==> config.mk <==
export PLATFORM = sky130hd
export DESIGN_NAME = ysyx_25020042_mem_arb
export DESIGN_NICKNAME = d
export VERILOG_FILES = /design/src/rtl/ysyx_25020042_pkg.sv /design/src/rtl/ysyx_25020042_rr_arb2.sv /design/src/rtl/ysyx_25020042_mem_arb.sv
export SDC_FILE = /design/constraint.sdc
export NUM_CORES = 1
export LEC_CHECK = 0
export BUFFER_PORTS_ARGS = -buffer_cell sky130_fd_sc_hd__buf_4
export CAP_MARGIN = 20
export CORE_MARGIN = 3
export CORE_UTILIZATION = 46
export CTS_CLUSTER_DIAMETER = 120
export DETAILED_ROUTE_END_ITERATION = 16
export PLACE_DENSITY = 0.8
export SYNTH_ARGS = -nofsm -noshare
export SYNTH_HDL_FRONTEND = slang
export SYNTH_SLANG_ARGS = --single-unit
==> constraint.sdc <==
create_clock -name clk -period 2.3 [get_ports clk]
set_input_delay 0.23 -clock clk [delete_from_list [all_inputs] [get_ports clk]]
set_output_delay 0.23 -clock clk [all_outputs]
set_load 0.02 [all_outputs]
==> src/rtl/ysyx_25020042_pkg.sv <==
// Shared types and default memory geometry for the ysyx_25020042 memory arbiter.
package ysyx_25020042_pkg;

    typedef enum logic [1:0] {
        StIdle = 2'd0,
        StWait = 2'd1,
        StResp = 2'd2
    } arb_state_e;

    localparam logic [31:0] MEM_BASE_DEFAULT  = 32'h8000_0000;
    localparam int unsigned MEM_DEPTH_DEFAULT = 1024;

endpackage

==> src/rtl/ysyx_25020042_rr_arb2.sv <==
// Two-way round-robin grant: on a tie the port that was not served last wins.
module ysyx_25020042_rr_arb2 (
    input  logic       i_valid_0,
    input  logic       i_valid_1,
    input  logic       i_last,
    output logic [1:0] o_grant
);

    // i_last = 1 means port 1 completed the most recent transaction
    always_comb begin
        o_grant[0] = i_valid_0 && (!i_valid_1 || i_last);
        o_grant[1] = i_valid_1 && (!i_valid_0 || !i_last);
    end

endmodule

==> src/rtl/ysyx_25020042_mem_arb.sv <==
// Single-outstanding arbiter sharing one fixed-latency read memory between
// the instruction-fetch and load ports.
module ysyx_25020042_mem_arb
    import ysyx_25020042_pkg::*;
#(
    parameter int unsigned           ADDR_WIDTH = 32,
    parameter logic [ADDR_WIDTH-1:0] MEM_BASE   = ADDR_WIDTH'(MEM_BASE_DEFAULT),
    parameter int unsigned           MEM_DEPTH  = MEM_DEPTH_DEFAULT,
    parameter int unsigned           MEM_LAT    = 1
) (
    input  logic                  clk,
    input  logic                  rst,
    input  logic                  ifu_req_valid,
    output logic                  ifu_req_ready,
    input  logic [ADDR_WIDTH-1:0] ifu_req_addr,
    output logic                  ifu_rsp_valid,
    input  logic                  ifu_rsp_ready,
    input  logic                  lsu_req_valid,
    output logic                  lsu_req_ready,
    input  logic [ADDR_WIDTH-1:0] lsu_req_addr,
    output logic                  lsu_rsp_valid,
    input  logic                  lsu_rsp_ready,
    output logic [31:0]           rsp_data,
    output logic                  rsp_err,
    output logic [ADDR_WIDTH-1:0] mem_addr,
    input  logic [31:0]           mem_data
);

    localparam logic [ADDR_WIDTH-1:0] LP_DEPTH    = ADDR_WIDTH'(MEM_DEPTH);
    localparam logic [3:0]            LP_CNT_INIT = 4'(MEM_LAT - 1);

    arb_state_e            r_state;
    logic [ADDR_WIDTH-1:0] r_addr;
    logic                  r_owner;
    logic                  r_last;
    logic [3:0]            r_cnt;
    logic [31:0]           r_data;
    logic                  r_err;

    logic [1:0]            w_grant;
    logic                  w_idle;
    logic                  w_accept;
    logic                  w_sel_lsu;
    logic                  w_req_err;
    logic                  w_rsp_fire;
    logic [ADDR_WIDTH-1:0] w_req_addr;
    logic [ADDR_WIDTH-1:0] w_index;

    ysyx_25020042_rr_arb2 u_rr_arb2 (
        .i_valid_0 (ifu_req_valid),
        .i_valid_1 (lsu_req_valid),
        .i_last    (r_last),
        .o_grant   (w_grant)
    );

    always_comb begin
        w_idle        = (r_state == StIdle) && !rst;
        ifu_req_ready = w_idle && w_grant[0];
        lsu_req_ready = w_idle && w_grant[1];
        w_accept      = ifu_req_ready || lsu_req_ready;
        w_sel_lsu     = w_grant[1];
        w_req_addr    = w_sel_lsu ? lsu_req_addr : ifu_req_addr;
        // Below-base addresses wrap to a huge index and fail the range test
        w_index       = (w_req_addr - MEM_BASE) >> 2;
        w_req_err     = (w_req_addr[1:0] != 2'b00) || (w_index >= LP_DEPTH);
        ifu_rsp_valid = (r_state == StResp) && !r_owner;
        lsu_rsp_valid = (r_state == StResp) && r_owner;
        w_rsp_fire    = (ifu_rsp_valid && ifu_rsp_ready) || (lsu_rsp_valid && lsu_rsp_ready);
    end

    assign mem_addr = r_addr;
    assign rsp_data = r_data;
    assign rsp_err  = r_err;

    always_ff @(posedge clk) begin
        if (rst) begin
            r_state <= StIdle;
            r_addr  <= '0;
            r_owner <= 1'b0;
            r_last  <= 1'b1;
            r_cnt   <= '0;
            r_data  <= '0;
            r_err   <= 1'b0;
        end else begin
            unique case (r_state)
                StIdle: begin
                    if (w_accept) begin
                        r_addr  <= w_req_addr;
                        r_owner <= w_sel_lsu;
                        if (w_req_err) begin
                            r_state <= StResp;
                            r_err   <= 1'b1;
                            r_data  <= '0;
                        end else begin
                            r_state <= StWait;
                            r_cnt   <= LP_CNT_INIT;
                        end
                    end
                end
                StWait: begin
                    if (r_cnt == 4'd0) begin
                        r_data  <= mem_data;
                        r_err   <= 1'b0;
                        r_state <= StResp;
                    end else begin
                        r_cnt <= r_cnt - 4'd1;
                    end
                end
                StResp: begin
                    if (w_rsp_fire) begin
                        r_state <= StIdle;
                        r_last  <= r_owner;
                    end
                end
                default: r_state <= StIdle;
            endcase
        end
    end

endmodule

## Word level (Yosys, flattened, before mapping)

Cells that the tools add are included.

- Bits in registers: 73
- Word-level logic and storage cells: 64
- Input bits: 102

- Reductions and logical operators: 28
- Equality and inequality tests: 8
- Mux-type cells: 18
- Add/sub/neg operators: 2
- $lt $le $gt $ge: 1

Operators by type and width:

| kind | count |
|---|---|
| $mux W32 | 4 |
| $pmux W32 S2 | 1 |
| $sub A32 B32 Y32 const B | 1 |
| $ge A30 B11 Y1 const B | 1 |
| $mux W4 | 3 |
| $ne A2 B2 Y1 const B | 6 |
| $logic_and A1 B1 Y1 | 9 |
| $mux W2 | 4 |
| $pmux W4 S2 | 1 |
| $reduce_and A4 Y1 | 2 |
| $pmux W2 S3 | 1 |
| $logic_not A1 Y1 | 5 |
| $logic_or A1 B1 Y1 | 5 |
| $logic_not A4 Y1 | 1 |
| $reduce_and A2 Y1 | 2 |
| $reduce_bool A2 Y1 | 2 |
| $sub A4 B1 Y4 const B | 1 |
| $mux W1 | 3 |
| $reduce_and A3 Y1 | 1 |
| $eq A2 B1 Y1 const B | 1 |
| $eq A2 B2 Y1 const B | 1 |
| $logic_not A2 Y1 | 1 |
| $pmux W1 S2 | 1 |

## Longest topological paths before layout

- Word-level depth: 10
- Gate-level depth with buffers: 8
- Depth with buffers taken out: 7

## Hierarchy

Synthesis repeated with hierarchy kept, for this count alone.

- Cells, all modules: 375
- Area total of the unflattened synthesis: 3533.4 um^2

Modules (own cells, without submodules):

| module | cells each | area each (um^2) | times used | sequential area each (um^2) |
|---|---|---|---|---|
| ysyx_25020042_mem_arb | 372 | 3514.6 | 1 | 1461.4 |
| ysyx_25020042_rr_arb2 | 3 | 18.8 | 1 | 0.0 |

## Worst setup path before layout

OpenSTA, ideal clock, no wires.

- Kind: reg2reg
- Start: register r_cnt[0]
- End: register r_data[10], in the netlist rsp_data[10]
- Period minus slack after synthesis: 1.739 ns
- Data arrival time: 1.658 ns
- Slack: 0.561 ns
- Cell stages (with the launch flop): 9
- Setup time: 0.081 ns
- Cell sequence: dfxtp_1 -> inv_1 -> ha_1 -> nor3b_1 -> and3b_1 -> buf_2 -> buf_2 -> nand2_1 -> a211oi_2

- Word-level cells in the longest chain between the ends: 3

Ends and longest elaborated chain:

| element | line | RTL |
|---|---|---|
| start: declaration | ysyx_25020042_mem_arb.sv:36 | `logic [3:0] r_cnt;` |
| start signal: assignment | ysyx_25020042_mem_arb.sv:106 | `r_cnt <= r_cnt - 4'd1;` |
| $logic_not A4 Y1 | ysyx_25020042_mem_arb.sv:101 | `if (r_cnt == 4'd0) begin` |
| $ne A2 B2 Y1 (no line) | - |  |
| $reduce_and A4 Y1 (no line) | - |  |
| end signal: assignment | ysyx_25020042_mem_arb.sv:102 | `r_data <= mem_data;` |
| end: declaration | ysyx_25020042_mem_arb.sv:37 | `logic [31:0] r_data;` |

No other way between the ends.
A chain may end at the register's enable or synchronous reset.

## Final worst setup path

- Start: register r_cnt[0]
- End: register r_data[18], in the netlist rsp_data[18]

The elaborated chain is that of the path after synthesis.

==> metrics.txt <==
period utilisation layout=89.5%; syn avg cell area=9.44 um^2; CTS Buffer Depth=2; clock slew at reported path FFs=0.08 ns; num rows=30; Placer Congestion=0.876; clk_skew=0.00809 ns; yosys synthesis warning count=0; latest clock arrival within the worst-skew pair=0.34 ns; synthesis-stage register bit count=73; GRT Total Usage=22.3%; Yosys top cell area share=42.4%; Cell Pwr Density=651 mW/mm^2; RR Endpoint=rsp_data[18]$_SDFFE_PP0P_; die width=92.5 um; Sw Ratio=28.9%; PortBufs=170; most frequent cell after synthesis=dfxtp_1; area leader, netlist=dfxtp_1; crit path launch type=flip-flop; Req. time, crit path=2.48 ns; Max Freq=0.486 GHz; Setup TNS=0 ns; dominant synthesized flop cell=dfxtp_1; CTS tree=done; max_cap viols=0; Synth area leaders=dfxtp_1, a211oi_2, mux2i_1; H-Tree Depth=3; Clock power frac=33.9%; initial antenna violation count=0; mean number of vias per cell=5.30; Pint=2310 uW; run status=completed; Final Net Count=629; Diodes inserted=0; worst flop-to-flop path startpoint=r_cnt[0]$_SDFFE_PP0P_; Ports=171; post_cts resized=0; critical path's largest stage delay=0.50 ns; Post-DP HPWL=7450 um; Crit. End Element=flip-flop; FFs w/ async S/R, synth=0%; Post-synth top cells=dfxtp_1, a21oi_1, nor2_1; unrepaired setup endpoints after global routing=false; Reg2Reg Depth=7; kind of critical path=reg2reg; die height=92.5 um; Net Switching=939 uW; Hold Violations, Final=0; layout cells sized above 1=43.8%; Worst Path Arrival=2.24 ns; first-pass iteration count of the detailed router=4; final worst slack=0.241 ns; fill count=546; Place WS=0.0853 ns; total clock buffers created by CTS=9; max_slew headroom=40.0%; Critical Path Sink=rsp_data[18]$_SDFFE_PP0P_; sequential-to-total area share from yosys stat=42.4%; die area=0.00856 mm^2; Comb pwr share=23.1%; root buffer cell=clkbuf_8; worst-margin pin slew=0.900 ns; Synth cell types=37; Flop pwr share=43.0%; largest net degree at the start of global routing=70; Antenna Nets Post-Route=0; Synth Cell Area=0.00344 mm^2; total core area=0.00702 mm^2; syn nets=469; Layout area overhead=44.7%; global route total overflow=0; vias in the first global route=3165; Static Leak=0.00201 uW; Worst setup startpoint=r_cnt[0]$_SDFFE_PP0P_; worst min path class=in2reg; first-pass GRT wire length=15200 um; Worst R2R Setup Slack=0.24 ns; clock sink count=73; DRC=0; Final Slew Violations=0; Starting Density=49.1%; DRT iter0 DRCs=107; Post-synth EDFFs=0; Max Fanout on Critical Path=33; post-CTS setup buffer count=0; critical path, cell by cell=inv_1, ha_1, nor3b_1, nand2_1, a21oi_1, o21a_4, a211oi_2; Gate Count Post-Synth=365; slowest CP cell=o21a_4; Max VDD drop=0.419 mV; crit path time final=2.06 ns; hold_buf cts=0; detail-routed net length per standard cell=15.6 um; final WL=9760 um; # setup viols final=0; total vias in the final route=3317
## stage by stage
| step | utilization (%) | power (uW) | instances | hold slack [ns] | instance area, um^2 |
|---|---|---|---|---|---|
| after floorplan | - | 1850 | 365 | 0.372 | 3440 |
| after global placement | 67.9 | 2160 | 610 | 0.453 | 4760 |
| after detailed placement | 67.9 | 2180 | 610 | 0.467 | 4760 |
| after CTS | 71.0 | 3260 | 626 | 0.141 | 4980 |
| after global routing | 71.0 | 3400 | 626 | 0.151 | 4980 |
| final | 71.0 | 3250 | 626 | 0.153 | 4980 |
## per-layer routing
metal	track usage, %	wire length [um]
met5	0	0
met4	8.79	211
met3	7.47	988
met2	37.5	4720
met1	26.2	3840
## sequential cells by signal, summed over array words and instances (netlist names)
name      cells
mem_addr     32
rsp_err       1
rsp_data     32
r_owner       1
r_cnt         4
r_last        1
r_state       2
## layout make-up
| class | count | area [um^2] | share of cell area, % |
|---|---|---|---|
| Multi-Input combinational cell | 257 | 1800 | 36.1 |
| Sequential cell | 73 | 1460 | 29.3 |
| Timing Repair Buffer | 178 | 1360 | 27.3 |
| Clock buffer | 10 | 128 | 2.56 |
| Tap cell | 96 | 120 | 2.41 |
| Clock inverter | 6 | 92.6 | 1.86 |
| Inverter | 6 | 22.5 | 0.452 |
## cells in the final DEF, fill, tap and decap left out, types with 3 or more instances in the layout
master    netlist  final
a211oi_1       36     36
a211oi_2       30     30
a21oi_1        41     41
and2_1          5      5
buf_4           0    176
clkbuf_8        0      9
dfxtp_1        73     73
inv_1           6      6
mux2i_1        34     34
nand2_1        35     35
nand3_1         3      3
nor2_1         37     37
nor4_1          7      7
o21ai_0         3      3
## power by group through the flow
stage | combinational (uW) | sequential [uW] | clock, uW
after detailed placement | 754 | 1420 | 0
after global placement | 743 | 1420 | 0
after floorplan | 353 | 1500 | 0
final | 750 | 1400 | 1100
after CTS | 755 | 1400 | 1110
after global routing | 813 | 1410 | 1180
## worst min path at each step
stage               cells after the start                   from                   endpoint
global placement                        1  r_cnt[0]$_SDFFE_PP0P_      r_cnt[0]$_SDFFE_PP0P_
CTS                                     3           mem_data[22]  rsp_data[22]$_SDFFE_PP0P_
global route                            3            mem_data[0]   rsp_data[0]$_SDFFE_PP0P_
detailed placement                      1  r_cnt[0]$_SDFFE_PP0P_      r_cnt[0]$_SDFFE_PP0P_
floorplan                               2           mem_data[21]  rsp_data[21]$_SDFFE_PP0P_
finish                                  3           mem_data[21]  rsp_data[21]$_SDFFE_PP0P_
## worst max-delay path: cells and delay by family, from the launching register on
| family | cells | cell delay, ns |
|---|---|---|
| AO/OA/AOI/OAI | 3 | 0.87 |
| flip-flops | 1 | 0.33 |
| buffers and inverters | 1 | 0.08 |
| adder cells (fa/ha/maj) | 1 | 0.18 |
| AND/OR/NAND/NOR | 2 | 0.43 |
## logic make-up after synthesis
family	after synthesis	synth area share (%)
simple gates	103	13.9
buf+inv	35	5.74
compound gates	118	27.3
flops	73	42.4
mux	34	9.88
fa+ha+maj	2	0.726
Power figures use the tool's default switching activity.
